### config.mk
export PLATFORM = sky130hd
export DESIGN_NAME = rtc_bus_controller_flat
export DESIGN_NICKNAME = d
export VERILOG_FILES = /design/src/rtl/rtc_bus_controller_if.sv /design/src/rtl/rtc_bus_controller.sv /design/src/flat_wrapper.sv
export SDC_FILE = /design/constraint.sdc
export NUM_CORES = 1
export LEC_CHECK = 0
export ABC_AREA = 1
export CORE_UTILIZATION = 53
export DETAILED_ROUTE_END_ITERATION = 16
export HOLD_SLACK_MARGIN = 0.12
export PLACE_DENSITY_LB_ADDON = 0.12
export SETUP_SLACK_MARGIN = 0.1
export SYNTH_ARGS = -nofsm -noshare
export SYNTH_HDL_FRONTEND = slang
export SYNTH_SLANG_ARGS = --single-unit
### constraint.sdc
create_clock -name clk -period 2.6 [get_ports clk]
set_clock_uncertainty 0.05 [all_clocks]
set_input_delay 0.52 -clock clk [delete_from_list [all_inputs] [get_ports clk]]
set_output_delay 0.52 -clock clk [all_outputs]
set_load 0.01 [all_outputs]
### src/rtl/rtc_bus_controller_if.sv
// Request/response handshake between the time-write/time-read FSMs and the RTC bus controller.
// Latency: none (wires only).
// Backpressure: none; the controller ignores flag_rtc outside IDLE and answers with siga.
//
// Ports (master = requesting FSM, slave = rtc_bus_controller):
//   flag_rtc    request / ownership
//   lea_escriba 0 = read, 1 = write
//   direc       RTC register address
//   dato_smh    write data
//   rtc         last read data
//   tome        1-cycle pulse when rtc is updated
//   siga        idle high, 1-cycle low pulse on completion
interface rtc_bus_controller_if;
   logic       flag_rtc;
   logic       lea_escriba;
   logic [7:0] direc;
   logic [7:0] dato_smh;
   logic [7:0] rtc;
   logic       tome;
   logic       siga;

   modport master (
      output flag_rtc, lea_escriba, direc, dato_smh,
      input  rtc, tome, siga
   );

   modport slave (
      input  flag_rtc, lea_escriba, direc, dato_smh,
      output rtc, tome, siga
   );
endinterface

### src/rtl/rtc_bus_controller.sv
// Responder that runs one address-multiplexed RTC bus cycle (address phase, data phase) per request.
// Latency: 1 + 2*T_SETUP + 2*T_STROBE + 2*T_HOLD cycles from request sampled to siga low (+1 with RTC_CS_SPLIT_EN).
// Backpressure: one transaction at a time; flag_rtc is only sampled in IDLE, ignored during T_REARM after siga.
//
// Ports:
//   clk, reset     clock, asynchronous active-low reset
//   req            request handshake (rtc_bus_controller_if.slave)
//   cs_n, ad       chip select (active-low), 0 = address phase / 1 = data phase
//   wr_n, rd_n     write / read strobes (active-low)
//   bus_out/bus_oe value for the AD bus and its output enable; bus_in is the sampled AD bus
//
// Optional build macro RTC_CS_SPLIT_EN: inserts a one-cycle CS_GAP (cs_n high, bus released)
// between the address and data phases.
module rtc_bus_controller #(
   parameter int T_SETUP  = 2,   // >= 1
   parameter int T_STROBE = 10,  // >= 2
   parameter int T_HOLD   = 2,   // >= 1
   parameter int T_REARM  = 2    // >= 2
) (
   input  logic                       clk,
   input  logic                       reset,
   rtc_bus_controller_if.slave        req,
   output logic                       cs_n,
   output logic                       ad,
   output logic                       wr_n,
   output logic                       rd_n,
   output logic [7:0]                 bus_out,
   output logic                       bus_oe,
   input  logic [7:0]                 bus_in
);

   // The counter holds "cycles left minus one" in the current phase.
   localparam int T_MAX_SH = (T_SETUP > T_HOLD) ? T_SETUP : T_HOLD;
   localparam int T_MAX_SR = (T_STROBE > T_REARM) ? T_STROBE : T_REARM;
   localparam int T_MAX    = (T_MAX_SH > T_MAX_SR) ? T_MAX_SH : T_MAX_SR;
   localparam int CW       = $clog2(T_MAX);

   localparam logic [CW-1:0] LD_SETUP  = CW'(T_SETUP - 1);
   localparam logic [CW-1:0] LD_STROBE = CW'(T_STROBE - 1);
   localparam logic [CW-1:0] LD_HOLD   = CW'(T_HOLD - 1);
   localparam logic [CW-1:0] LD_REARM  = CW'(T_REARM - 1);

   typedef enum logic [3:0] {
      IDLE, A_SETUP, A_STROBE, A_HOLD, CS_GAP,
      D_SETUP, D_STROBE, D_HOLD, DONE, REARM
   } state_t;

   state_t        state, state_nxt;
   logic [CW-1:0] cnt, cnt_nxt;
   logic          last;

   logic [7:0]    cap_addr, cap_addr_nxt;
   logic [7:0]    cap_data, cap_data_nxt;
   logic          cap_wr, cap_wr_nxt;

   logic [7:0]    rtc_q, rtc_nxt;
   logic          tome_q, tome_nxt;
   logic          siga_q, siga_nxt;
   logic          cs_n_nxt, ad_nxt, wr_n_nxt, rd_n_nxt, bus_oe_nxt;
   logic [7:0]    bus_out_nxt;

   assign req.rtc  = rtc_q;
   assign req.tome = tome_q;
   assign req.siga = siga_q;

   always_ff @(posedge clk or negedge reset) begin
      if (!reset) begin
         state    <= IDLE;
         cnt      <= '0;
         cap_addr <= 8'h00;
         cap_data <= 8'h00;
         cap_wr   <= 1'b0;
         rtc_q    <= 8'h00;
         tome_q   <= 1'b0;
         siga_q   <= 1'b1;
         cs_n     <= 1'b1;
         ad       <= 1'b0;
         wr_n     <= 1'b1;
         rd_n     <= 1'b1;
         bus_out  <= 8'h00;
         bus_oe   <= 1'b0;
      end else begin
         state    <= state_nxt;
         cnt      <= cnt_nxt;
         cap_addr <= cap_addr_nxt;
         cap_data <= cap_data_nxt;
         cap_wr   <= cap_wr_nxt;
         rtc_q    <= rtc_nxt;
         tome_q   <= tome_nxt;
         siga_q   <= siga_nxt;
         cs_n     <= cs_n_nxt;
         ad       <= ad_nxt;
         wr_n     <= wr_n_nxt;
         rd_n     <= rd_n_nxt;
         bus_out  <= bus_out_nxt;
         bus_oe   <= bus_oe_nxt;
      end
   end

   always_comb begin
      state_nxt    = state;
      last         = (cnt == '0);
      cnt_nxt      = last ? cnt : cnt - 1'b1;
      cap_addr_nxt = cap_addr;
      cap_data_nxt = cap_data;
      cap_wr_nxt   = cap_wr;
      rtc_nxt      = rtc_q;
      tome_nxt     = 1'b0;

      case (state)
         IDLE: begin
            if (req.flag_rtc) begin
               cap_addr_nxt = req.direc;
               cap_data_nxt = req.dato_smh;
               cap_wr_nxt   = req.lea_escriba;
               state_nxt    = A_SETUP;
               cnt_nxt      = LD_SETUP;
            end
         end
         A_SETUP: if (last) begin state_nxt = A_STROBE; cnt_nxt = LD_STROBE; end
         A_STROBE: if (last) begin state_nxt = A_HOLD; cnt_nxt = LD_HOLD; end
         A_HOLD: begin
            if (last) begin
`ifdef RTC_CS_SPLIT_EN
               state_nxt = CS_GAP;
`else
               state_nxt = D_SETUP;
               cnt_nxt   = LD_SETUP;
`endif
            end
         end
         CS_GAP: begin
            state_nxt = D_SETUP;
            cnt_nxt   = LD_SETUP;
         end
         D_SETUP: if (last) begin state_nxt = D_STROBE; cnt_nxt = LD_STROBE; end
         D_STROBE: begin
            if (last) begin
               // Read data is taken at the end of the strobe so the RTC has
               // the full strobe width to drive the bus.
               if (!cap_wr) begin
                  rtc_nxt  = bus_in;
                  tome_nxt = 1'b1;
               end
               state_nxt = D_HOLD;
               cnt_nxt   = LD_HOLD;
            end
         end
         D_HOLD: if (last) state_nxt = DONE;
         DONE: begin
            state_nxt = REARM;
            cnt_nxt   = LD_REARM;
         end
         REARM: if (last) state_nxt = IDLE;
         default: begin
            state_nxt = IDLE;
            cnt_nxt   = '0;
         end
      endcase

      // Pin values are decoded from the next state so every output is a flop
      // that lines up with the state it belongs to.
      cs_n_nxt    = 1'b1;
      ad_nxt      = 1'b0;
      wr_n_nxt    = 1'b1;
      rd_n_nxt    = 1'b1;
      bus_out_nxt = 8'h00;
      bus_oe_nxt  = 1'b0;
      siga_nxt    = 1'b1;

      case (state_nxt)
         A_SETUP, A_HOLD, A_STROBE: begin
            cs_n_nxt    = 1'b0;
            bus_oe_nxt  = 1'b1;
            bus_out_nxt = cap_addr_nxt;
            // The RTC address latch is clocked by wr_n for both reads and writes.
            wr_n_nxt    = (state_nxt != A_STROBE);
         end
         D_SETUP, D_STROBE, D_HOLD: begin
            cs_n_nxt    = 1'b0;
            ad_nxt      = 1'b1;
            bus_oe_nxt  = cap_wr_nxt;
            bus_out_nxt = cap_wr_nxt ? cap_data_nxt : 8'h00;
            if (state_nxt == D_STROBE) begin
               wr_n_nxt = !cap_wr_nxt;
               rd_n_nxt = cap_wr_nxt;
            end
         end
         DONE: siga_nxt = 1'b0;
         default: ;
      endcase
   end

endmodule

### src/flat_wrapper.sv
// flat-port wrapper written by rule: the top's interface ports become plain ports
module rtc_bus_controller_flat 
#(
   parameter int T_SETUP  = 2,          
   parameter int T_STROBE = 10,         
   parameter int T_HOLD   = 2,          
   parameter int T_REARM  = 2           
)
  (clk, reset, cs_n, ad, wr_n, rd_n, bus_out, bus_oe, bus_in, req_flag_rtc, req_lea_escriba, req_direc, req_dato_smh, req_rtc, req_tome, req_siga);
  rtc_bus_controller_if req_i ();
  input  logic clk;
  input  logic reset;
  output logic cs_n;
  output logic ad;
  output logic wr_n;
  output logic rd_n;
  output logic [7:0] bus_out;
  output logic bus_oe;
  input  logic [7:0] bus_in;
  input wire logic [$bits(req_i.flag_rtc)-1:0] req_flag_rtc;
  input wire logic [$bits(req_i.lea_escriba)-1:0] req_lea_escriba;
  input wire logic [$bits(req_i.direc)-1:0] req_direc;
  input wire logic [$bits(req_i.dato_smh)-1:0] req_dato_smh;
  output wire logic [$bits(req_i.rtc)-1:0] req_rtc;
  output wire logic [$bits(req_i.tome)-1:0] req_tome;
  output wire logic [$bits(req_i.siga)-1:0] req_siga;
  assign req_i.flag_rtc = req_flag_rtc;
  assign req_i.lea_escriba = req_lea_escriba;
  assign req_i.direc = req_direc;
  assign req_i.dato_smh = req_dato_smh;
  assign req_rtc = req_i.rtc;
  assign req_tome = req_i.tome;
  assign req_siga = req_i.siga;
  rtc_bus_controller #(.T_SETUP(T_SETUP), .T_STROBE(T_STROBE), .T_HOLD(T_HOLD), .T_REARM(T_REARM)) u_core (.clk(clk), .reset(reset), .req(req_i), .cs_n(cs_n), .ad(ad), .wr_n(wr_n), .rd_n(rd_n), .bus_out(bus_out), .bus_oe(bus_oe), .bus_in(bus_in));
endmodule
==> metrics, run 1 <==
Initial Utilization between 50% and 60%; worst vdd ir between 0.0005 and 0.0006 V; synthesis warning total 0; largest family of logic cells by synthesized area simple AND/OR/NAND/NOR gates; CTS Buffer Depth 2; minimum clock period between 1.5 and 2 ns; P_int between 1.5 and 2 mW; Setup-failing EPs final 0; top sig layer met4; GPL Wtd Cong approximately 0.86; initial antenna violation count 0; CTS tree yes; Synth top cells by count nand2_1 (100), dfrtp_1 (44), inv_1 (23); Worst Path Max Fanout 17; wire length on met3 ~200 um; Yosys top cell area share 51.8%; Power Total between 2 and 3 mW; Antenna Cells 0; grt ovf 0; FP Rows 22; Met2 Routed Length around 2000 um; Pre-antenna DRT Iters 4; total global-route track usage 22.8%; # clock sinks 48; critical path startpoint u_core.cnt[0]$_DFF_PN0_; CP arrival roughly 2.1 ns; max-slew violations 0; Avg WL per Cell roughly 12 um; Hold Crit Class in -> async; setup repair bufs after CTS 0; CTS clk-pin slew, worst paths 0.08 ns; DR vias ~1.7k; Worst slew margin approximately three fifths; hold_buf cts 0; Final TNS setup 0 ns; Syn Nets roughly 270; top_reg_cell synth dfrtp_1; Die Ht ~65 um; largest area contributor in the netlist dfrtp_1; DRT iter0 DRCs slightly above 90; DRC Markers 0; outcome complete, no violations; Sw Ratio about two fifths; Synth Area in Simple Gates a little under 30%; power share of the sequential group about two fifths; H-Tree Depth 2; worst reg2reg startpoint u_core.cnt[0]$_DFF_PN0_; syn avg cell area between 8 and 9 um^2; Worst setup EP type flip-flop; Slew @ Worst Pin between 0.5 and 0.6 ns; vias in the first global route roughly 1.7k; area grow syn2layout 28.8%; Syn Inst Count ~240; Pleak between 1 and 1.5 nW; post-synthesis async set-or-reset flop share between 90% and 100%; f_max 510 MHz; FF/Latch Area between 1000 and 1500 um^2; mapped cell area around 2100 um^2; Sw Pwr approximately 1 mW; Maximum Capacitance Violations 0; Post-synth EDFFs 0; first-pass GRT wire length just over 7000 um; I/O Buffers 50; count leader, synth nand2_1; I/O pin count 51; #FFs+latches synth 48; combinational share of power a little over two fifths; Final ANT Viol Nets 0; CP required approximately 2.7 ns; Pwr Density slightly below 1000 nW/um^2; core area approximately 3700 um^2; final worst path period share approximately three quarters; clock power share 17.0%; pin count of the biggest net entering global routing 49; Die W approximately 65 um; Fin. Hold Viols 0; XOR/XNOR Fraction of Synth Area 0%; final WL 4200 um; clk_lat worst skew approximately 0.3 ns; vias per std cell 4.88; Worst setup SP type flip-flop; filler instances ~300; Yosys cell types 28; Post-Synth Adder-Cell Area 1.18%; post-DP HPWL 2900 um; Synth Area in Compound Gates 5.29%; ranking of synthesized cells by area dfrtp_1 (52%), nand2_1 (18%), dfstp_2 (4.9%), inv_1 (4.1%), o21ai_0 (2.8%); M1 WL ~1900 um; Inserted Clock Buffers 5; # resized after CTS 0; sequential area share after synthesis between 50% and 60%; layout cells sized above 1 9.46%; area occupied by multi-input gates between 700 and 800 um^2; Die Area around 4300 um^2; CTS Root Cell clkbuf_8; final net count 325; fraction of synthesized area in multiplexers 0%; WS Path Type reg -> reg; RSZ-0062 raised after global routing false
## per-stage QoR
step	hold WS (ns)	area [um^2]	cells	utilization, %	setup slack (ns)
floorplan	0.174	2130	242	-	0.991
global placement	0.411	2650	336	70.8	0.429
detailed placement	0.414	2650	336	70.8	0.390
CTS	0.267	2740	344	73.2	0.583
global route	0.313	2740	344	73.2	0.424
finish	0.249	2740	344	73.2	0.639
## critical path: stages (launching register included)
cell,delay (ns)
dfrtp_1,0.39
inv_1,0.08
ha_1,0.21
nand2_1,0.10
nor2_2,0.24
nand2_1,0.17
nor3_4,0.44
o21ai_0,0.16
## cell type report
class	instances	share of cell area, %
tap	48	2.19
sequential	48	44.0
inverter	26	4.06
clock buffer	8	3.29
multi-input combinational	162	27.8
timing repair buffer	52	18.6
## cell families after synthesis
| kind of cell | after synthesis |
|---|---|
| fa+ha+maj | 2 |
| compound gates | 19 |
| buf+inv | 32 |
| simple gates | 141 |
| flops | 48 |
## registers in the layout (all words and copies together) (netlist names)
register         flops
u_core.ad            1
u_core.bus_oe        1
u_core.bus_out       8
u_core.cap_addr      8
u_core.cap_data      8
u_core.cap_wr        1
u_core.cnt           4
u_core.cs_n          1
u_core.rd_n          1
u_core.req.rtc       8
u_core.req.siga      1
u_core.req.tome      1
u_core.state         4
u_core.wr_n          1
## cells in the final DEF (no fill, tap or decap), drive strengths merged
cell,count
clkbuf,8
dfrtp,44
ha,2
nand3,9
nor3,2
and3,1
o21bai,1
nand4,8
and2,1
o2111ai,1
buf,3
inv,25
nor2,18
or2,1
a21oi,2
bufinv,1
o21ai,15
clkdlybuf4s50,49
nand2,101
dfstp,4
## path summary, 6_finish.rpt
kind / to / slack, ns / depth (start not counted)
worst max-delay path: u_core.req.rtc[2]$_DFFE_PN0P_ / 0.64 / 7
worst min-delay path: u_core.cnt[2]$_DFF_PN0_ / 0.25 / 2
worst max register to register: u_core.req.rtc[2]$_DFFE_PN0P_ / 0.64 / 7
worst min register to register: u_core.cap_data[0]$_DFF_PN0_ / 0.44 / 2
max in group asynchronous: u_core.wr_n$_DFF_PN1_ / 1.86 / 2
min in group clk: u_core.cap_data[0]$_DFF_PN0_ / 0.44 / 2
## layer usage
metal / vias up / track usage [%]
met5: - / 0
met4: 0 / 10.6
met3: 9 / 4.86
met2: 44 / 38.9
met1: 767 / 27.4
li1: 859 / -
## power by group through the flow
stage	Clock, mW	Combinational, mW	Sequential [mW]
floorplan	0	0.754	1.11
CTS	0.460	1.15	1.08
finish	0.455	1.15	1.08
global placement	0	1.12	1.09
detailed placement	0	1.15	1.09
global route	0.491	1.30	1.11
Note: power is estimated with default switching activity, not from simulation.
==> inputs of run 2 (changes only) <==
--- a/config.mk
+++ b/config.mk
@@ -6,7 +6,7 @@
 export NUM_CORES = 1
 export LEC_CHECK = 0
 export ABC_AREA = 1
-export CORE_UTILIZATION = 53
+export CORE_UTILIZATION = 44
 export DETAILED_ROUTE_END_ITERATION = 16
 export HOLD_SLACK_MARGIN = 0.12
 export PLACE_DENSITY_LB_ADDON = 0.12
==> constraint.sdc (replaced) <==
create_clock -name clk -period 1.76 [get_ports clk]
set_clock_uncertainty 0.05 [all_clocks]
set_input_delay 0.352 -clock clk [delete_from_list [all_inputs] [get_ports clk]]
set_output_delay 0.352 -clock clk [all_outputs]
set_load 0.01 [all_outputs]
==> run 2 against run 1 <==
Sequential power up 49%. Final cell count grew 7.8%. Critical path depth rose by 3. Clock power increased by 50%. Routed wire length increased by 12%. Sequential share of layout area shrank 4.8 points. Register-to-register slack worse by 0.53 ns. Critical endpoint is now u_core.req.rtc[3]$_DFFE_PN0P_.
==> metrics, run 2 (synthesis results as in run 1) <==
Worst path max stage delay 0.40 ns; final WL approximately 4700 um; CTS Root Cell clkbuf_8; final net count about 350; cell mode on critical path nand2_2; max-slew violations 0; Hold Crit Class reg -> reg; Worst Path Max Fanout 8; clock power share around 15%; DRT iter0 DRCs 82; post-DP HPWL about 3200 um; vias in the first global route 1729; core area roughly 4500 um^2; DP Area 2780 um^2; final instance area a little over 3000 um^2; Final TNS setup 0 ns; Pre-antenna DRT Iters 4; f_max 604 MHz; CP top delay family simple AND/OR/NAND/NOR gates; final worst setup slack 0.105 ns; H-Tree Depth 2; DRC Markers 0; Pleak 1.54 nW; Inserted Clock Buffers 5; initial antenna violation count 0; minimum clock period 1.66 ns; Antenna Cells 0; Worst setup EP type flip-flop; Setup crit end u_core.req.rtc[3]$_DFFE_PN0P_; RSZ-0062 raised after global routing true; CP required roughly 1.9 ns; power share of the sequential group a little over a third; Power Total approximately 4.5 mW; total placed cells including tap cells around 350; worst vdd ir ~0.0011 V; R2R depth 10; Critical R2R Capture u_core.req.rtc[3]$_DFFE_PN0P_; WP buf/inv 3; grt ovf 0; total global-route track usage between 10% and 20%; Pwr Density around 1400 nW/um^2; Die Ht 71.5 um; outcome complete, no violations; Fin Hold WS 0.439 ns; Worst slew margin between 70 and 80%; clk_lat worst skew between 0.2 and 0.3 ns; worst reg2reg startpoint u_core.cnt[0]$_DFF_PN0_; GPL Wtd Cong around 0.89; Die W between 70 and 80 um; filler instances ~370; CP arrival around 1.8 ns; FP Rows 24; pin count of the biggest net entering global routing 21; first-pass GRT wire length between 7000 and 8000 um; Sw Pwr 1.73 mW; most frequent cells in the layout nand2_1 (90), clkdlybuf4s50_1 (45), dfrtp_1 (42), inv_1 (20), buf_4 (15); Maximum Capacitance Violations 0; CTS tree yes; Die Area between 5000 and 6000 um^2; Initial Utilization approximately 47%; WS Path Type reg -> reg; CTS clk-pin slew, worst paths ~0.090 ns; Final ANT Viol Nets 0; DR vias approximately 1.8k; crit path max-delay cell type dfrtp_1; CTS Buffer Depth 2; final worst path period share between 90% and 100%; vias per std cell about 5; Worst setup SP type flip-flop; I/O pin count 51; critical path startpoint u_core.cnt[0]$_DFF_PN0_; combinational share of power about half; WP depth 10; P_int roughly 2.7 mW; Sw Ratio between 30 and 40%; layout cells sized above 1 22.3%; I/O Buffers 50; Avg WL per Cell 12.7 um; crit-path cells inv_2, ha_4, nand2_4, nor2_4, nand2_2, nor3_4, buf_6, clkbuf_16, nand2_2, o21ai_1; # clock sinks 48; Slew @ Worst Pin 0.412 ns; Layout Utilization 68.4%; Worst R2R Setup Slack 0.10 ns; Finished Layout Cells 371; Setup-failing EPs final 0; pre-CTS setup slack -0.0183 ns; commonest non-fill, non-tap cell in the layout nand2_1; area grow syn2layout 44.9%; Fin. Hold Viols 0
==> run 2: cell types whose count changed in the layout (fill, tap and decap cells not counted), sizes merged <==
cell	before	now
buf	3	21
clkdlybuf4s50	49	45
dlygate4sd2	0	4
clkbuf	8	9
clkinvlp	0	1
dlygate4sd3	0	1
nand3	9	10
nor2	18	19
==> run 2: how the worst min path moves through the flow <==
stage | start | end | slack [ns] | depth (start not counted)
5_1_grt | u_core.cap_addr[7]$_DFF_PN0_ | u_core.cap_addr[7]$_DFF_PN0_ | 0.46 | 2
3_5_place_dp | reset | u_core.cnt[2]$_DFF_PN0_ | 0.26 | 1
6_report | u_core.cap_data[7]$_DFF_PN0_ | u_core.cap_data[7]$_DFF_PN0_ | 0.44 | 2
2_1_floorplan | reset | u_core.ad$_DFF_PN0_ | 0.006 | 0
3_3_place_gp | reset | u_core.cnt[2]$_DFF_PN0_ | 0.26 | 1
4_1_cts | u_core.cap_addr[4]$_DFF_PN0_ | u_core.cap_addr[4]$_DFF_PN0_ | 0.44 | 2
==> run 2: routing by layer <==
| layer | track usage [%] | up-vias | wire length, um |
|---|---|---|---|
| li1 | - | 914 | - |
| met1 | 24.6 | 856 | 2140 |
| met2 | 33.9 | 37 | 2360 |
| met3 | 4.08 | 5 | 173 |
| met4 | 4.79 | 0 | 40 |
| met5 | 0 | - | 0 |
==> run 2: timing repair <==
action	CTS	global route
pin swaps	3	6
hold buffers	1	0
cloned	1	3
buffers inserted	0	5
gates resized for setup	10	33
hold endpoints to repair	14	0
setup endpoints to repair	21	20
==> run 2: power groups by stage <==
stage	clock [mW]	sequential, mW	combinational [mW]
floorplan	0	1.65	1.11
global placement	0	1.61	1.85
detailed placement	0	1.62	1.85
CTS	0.695	1.60	1.97
global route	0.740	1.64	2.41
finish	0.682	1.61	2.17
==> run 2: area by class of cell <==
cell class                 count  area, um^2  area share (%)
clock inverter                 1        7.51           0.244
timing repair buffer          73         737            23.9
inverter                      26         111            3.61
tap                           52        65.1            2.11
multi-input combinational    164         867            28.1
clock buffer                   7        86.3            2.80
sequential                    48        1210            39.2
==> run 2: worst min-delay path: stages (launching register included) <==
cell and delay, ns:
dfrtp_1 0.33, nand2_1 0.05, nand2_1 0.08
==> inputs of run 3 (changes only) <==
--- a/config.mk
+++ b/config.mk
@@ -6,6 +6,7 @@
 export NUM_CORES = 1
 export LEC_CHECK = 0
 export ABC_AREA = 1
+export CORE_MARGIN = 2
 export CORE_UTILIZATION = 44
 export DETAILED_ROUTE_END_ITERATION = 16
 export HOLD_SLACK_MARGIN = 0.12
==> run 3 against run 2 <==
Final cell count is 0.54% higher. Fmax is 0.27% lower. Via count is 0.99% higher. Clock-buffer cell count is 2 lower. Global-route usage is 0.29 points lower. Worst hold slack worse by 0.0078 ns. Die area is 5.7% higher. Critical path type unchanged. Critical endpoint is now u_core.req.rtc[5]$_DFFE_PN0P_.
==> metrics, run 3 (synthesis results as in run 1) <==
DRT iter0 DRCs between 90 and 100; Antenna Cells 0; grt ovf 0; Worst setup EP type flip-flop; CP arrival ~1.9 ns; CP required between 1.5 and 2 ns; Avg WL per Cell between 10 and 15 um; DRC Markers 0; power share of the sequential group approximately 34%; Hold Crit Class reg -> reg; vias in the first global route roughly 1.7k; Fin. Hold Viols 0; pin count of the biggest net entering global routing 27; WS Path Type reg -> reg; final worst path period share 94.3%; Die Area 5410 um^2; CTS clk-pin slew, worst paths 0.10 ns; Slew @ Worst Pin approximately 0.4 ns; I/O pin count between 50 and 60; combinational share of power about 46%; f_max approximately 600 MHz; Worst setup SP type flip-flop; Layout Utilization between 60% and 70%; GPL Wtd Cong around 0.8; worst reg2reg startpoint u_core.cnt[0]$_DFF_PN0_; Pwr Density about 1500 nW/um^2; Worst Path Max Fanout 8; Pleak between 1.5 and 2 nW; Pre-antenna DRT Iters 4; DR vias between 1.5k and 2k; Fin Hold WS 0.432 ns; filler instances 373; max-slew violations 0; RSZ-0062 raised after global routing true; most frequent cells in the layout nand2_1 (91), clkdlybuf4s50_1 (43), dfrtp_1 (43), inv_1 (20), buf_4 (14); clock power share between 20% and 30%; P_int 2.97 mW; total global-route track usage about a fifth; crit-path cells inv_2, ha_4, nand2_4, nor2_4, nand2_2, nor3_4, buf_12, clkbuf_16, nand2_1, o21ai_1; core area approximately 4700 um^2; minimum clock period about 1.7 ns; M1 WL approximately 2100 um; wire length on met3 ~280 um; crit path max-delay cell type dfrtp_1; I/O Buffers 50; CP top delay family simple AND/OR/NAND/NOR gates; CTS tree yes; Inserted Clock Buffers 5; H-Tree Depth 2; Worst slew margin about three quarters; clk_lat worst skew 0.30 ns; Initial Utilization 45.3%; initial antenna violation count 0; Die W around 74 um; # clock sinks 48; worst vdd ir ~0.0008 V; Sw Pwr ~1.8 mW; commonest non-fill, non-tap cell in the layout nand2_1; FP Rows 25; final WL 4830 um; Maximum Capacitance Violations 0; top sig layer met4; Final TNS setup 0 ns; Die Ht around 74 um; area grow syn2layout 48.9%; final net count 348; beginning of the worst hold path u_core.cap_data[2]$_DFF_PN0_; Worst path max stage delay approximately 0.4 ns; outcome complete, no violations; critical path startpoint u_core.cnt[0]$_DFF_PN0_; CTS Root Cell clkbuf_8; Final ANT Viol Nets 0; Setup-failing EPs final 0; vias per std cell between 4 and 5; layout cells sized above 1 a little under a quarter; Met2 Routed Length 2380 um; WP buf/inv 3; Power Total ~4.7 mW; first-pass GRT wire length 7820 um; Sw Ratio 37.1%; post-DP HPWL around 3200 um; CTS Buffer Depth 2
==> run 3: cell types whose count changed in the layout (fill, tap and decap cells not counted), sizes merged <==
cell,change
clkinvlp,-1
bufinv,+2
clkbuf,-2
clkdlybuf4s50,-2
inv,+1
dlymetal6s2s,+2
==> run 3: repair_timing <==
action	in CTS	in global routing
hold buffers	1	0
buffers inserted	1	6
gates resized for setup	16	30
gates cloned	2	2
endpoints found under the setup margin	21	22
hold endpoints to repair	14	0
pin swaps	4	4
==> run 3: power by group through the flow <==
stage	clock network, mW	logic [mW]	registers, mW
2_1_floorplan	0	1.11	1.65
3_3_place_gp	0	1.83	1.61
3_5_place_dp	0	1.84	1.61
4_1_cts	0.981	2.01	1.60
5_1_grt	1.02	2.42	1.63
6_report	0.962	2.17	1.60
==> run 3: layout make-up <==
type                       count  area, um^2  share of cell area (%)
clock buffer                   5        68.8                    2.17
clock inverter                 3        68.8                    2.17
inverter                      26         111                    3.52
multi-input combinational    164         880                    27.8
sequential                    48        1210                    38.1
tap                           54        67.6                    2.13
timing repair buffer          73         763                    24.1
==> run 3: per-stage QoR <==
step	setup slack (ns)	cells	area, um^2
2_1_floorplan	0.151	242	2130
3_3_place_gp	-0.00771	353	2780
3_5_place_dp	-0.00290	353	2780
4_1_cts	0.0990	365	2990
5_1_grt	0.0230	373	3170
6_report	0.100	373	3170
==> run 3: path summary, 6_finish.rpt <==
check	slack, ns	endpoint	cells past startpoint
setup / recovery	0.10	u_core.req.rtc[5]$_DFFE_PN0P_	10
hold / removal	0.43	u_core.cap_data[2]$_DFF_PN0_	2
setup reg to reg	0.10	u_core.req.rtc[5]$_DFFE_PN0P_	10
hold reg to reg	0.43	u_core.cap_data[2]$_DFF_PN0_	2
max in group asynchronous	0.67	u_core.req.siga$_DFF_PN1_	3
min in group asynchronous	0.45	u_core.bus_out[6]$_DFF_PN0_	2
==> run 3: worst reg2reg max path, delay by kind of cell (launching register included) <==
kind,cells,cell delay [ns]
adder cells (fa/ha/maj),1,0.16
AND/OR/NAND/NOR,5,0.56
AO/OA/AOI/OAI,1,0.07
flip-flops,1,0.40
buffers and inverters,3,0.36
==> run 3: metal layers <==
| layer | vias up | track usage [%] |
|---|---|---|
| li1 | 912 | - |
| met1 | 851 | 25.7 |
| met2 | 62 | 31.0 |
| met3 | 5 | 4.39 |
| met4 | 0 | 5.25 |
| met5 | - | 0 |
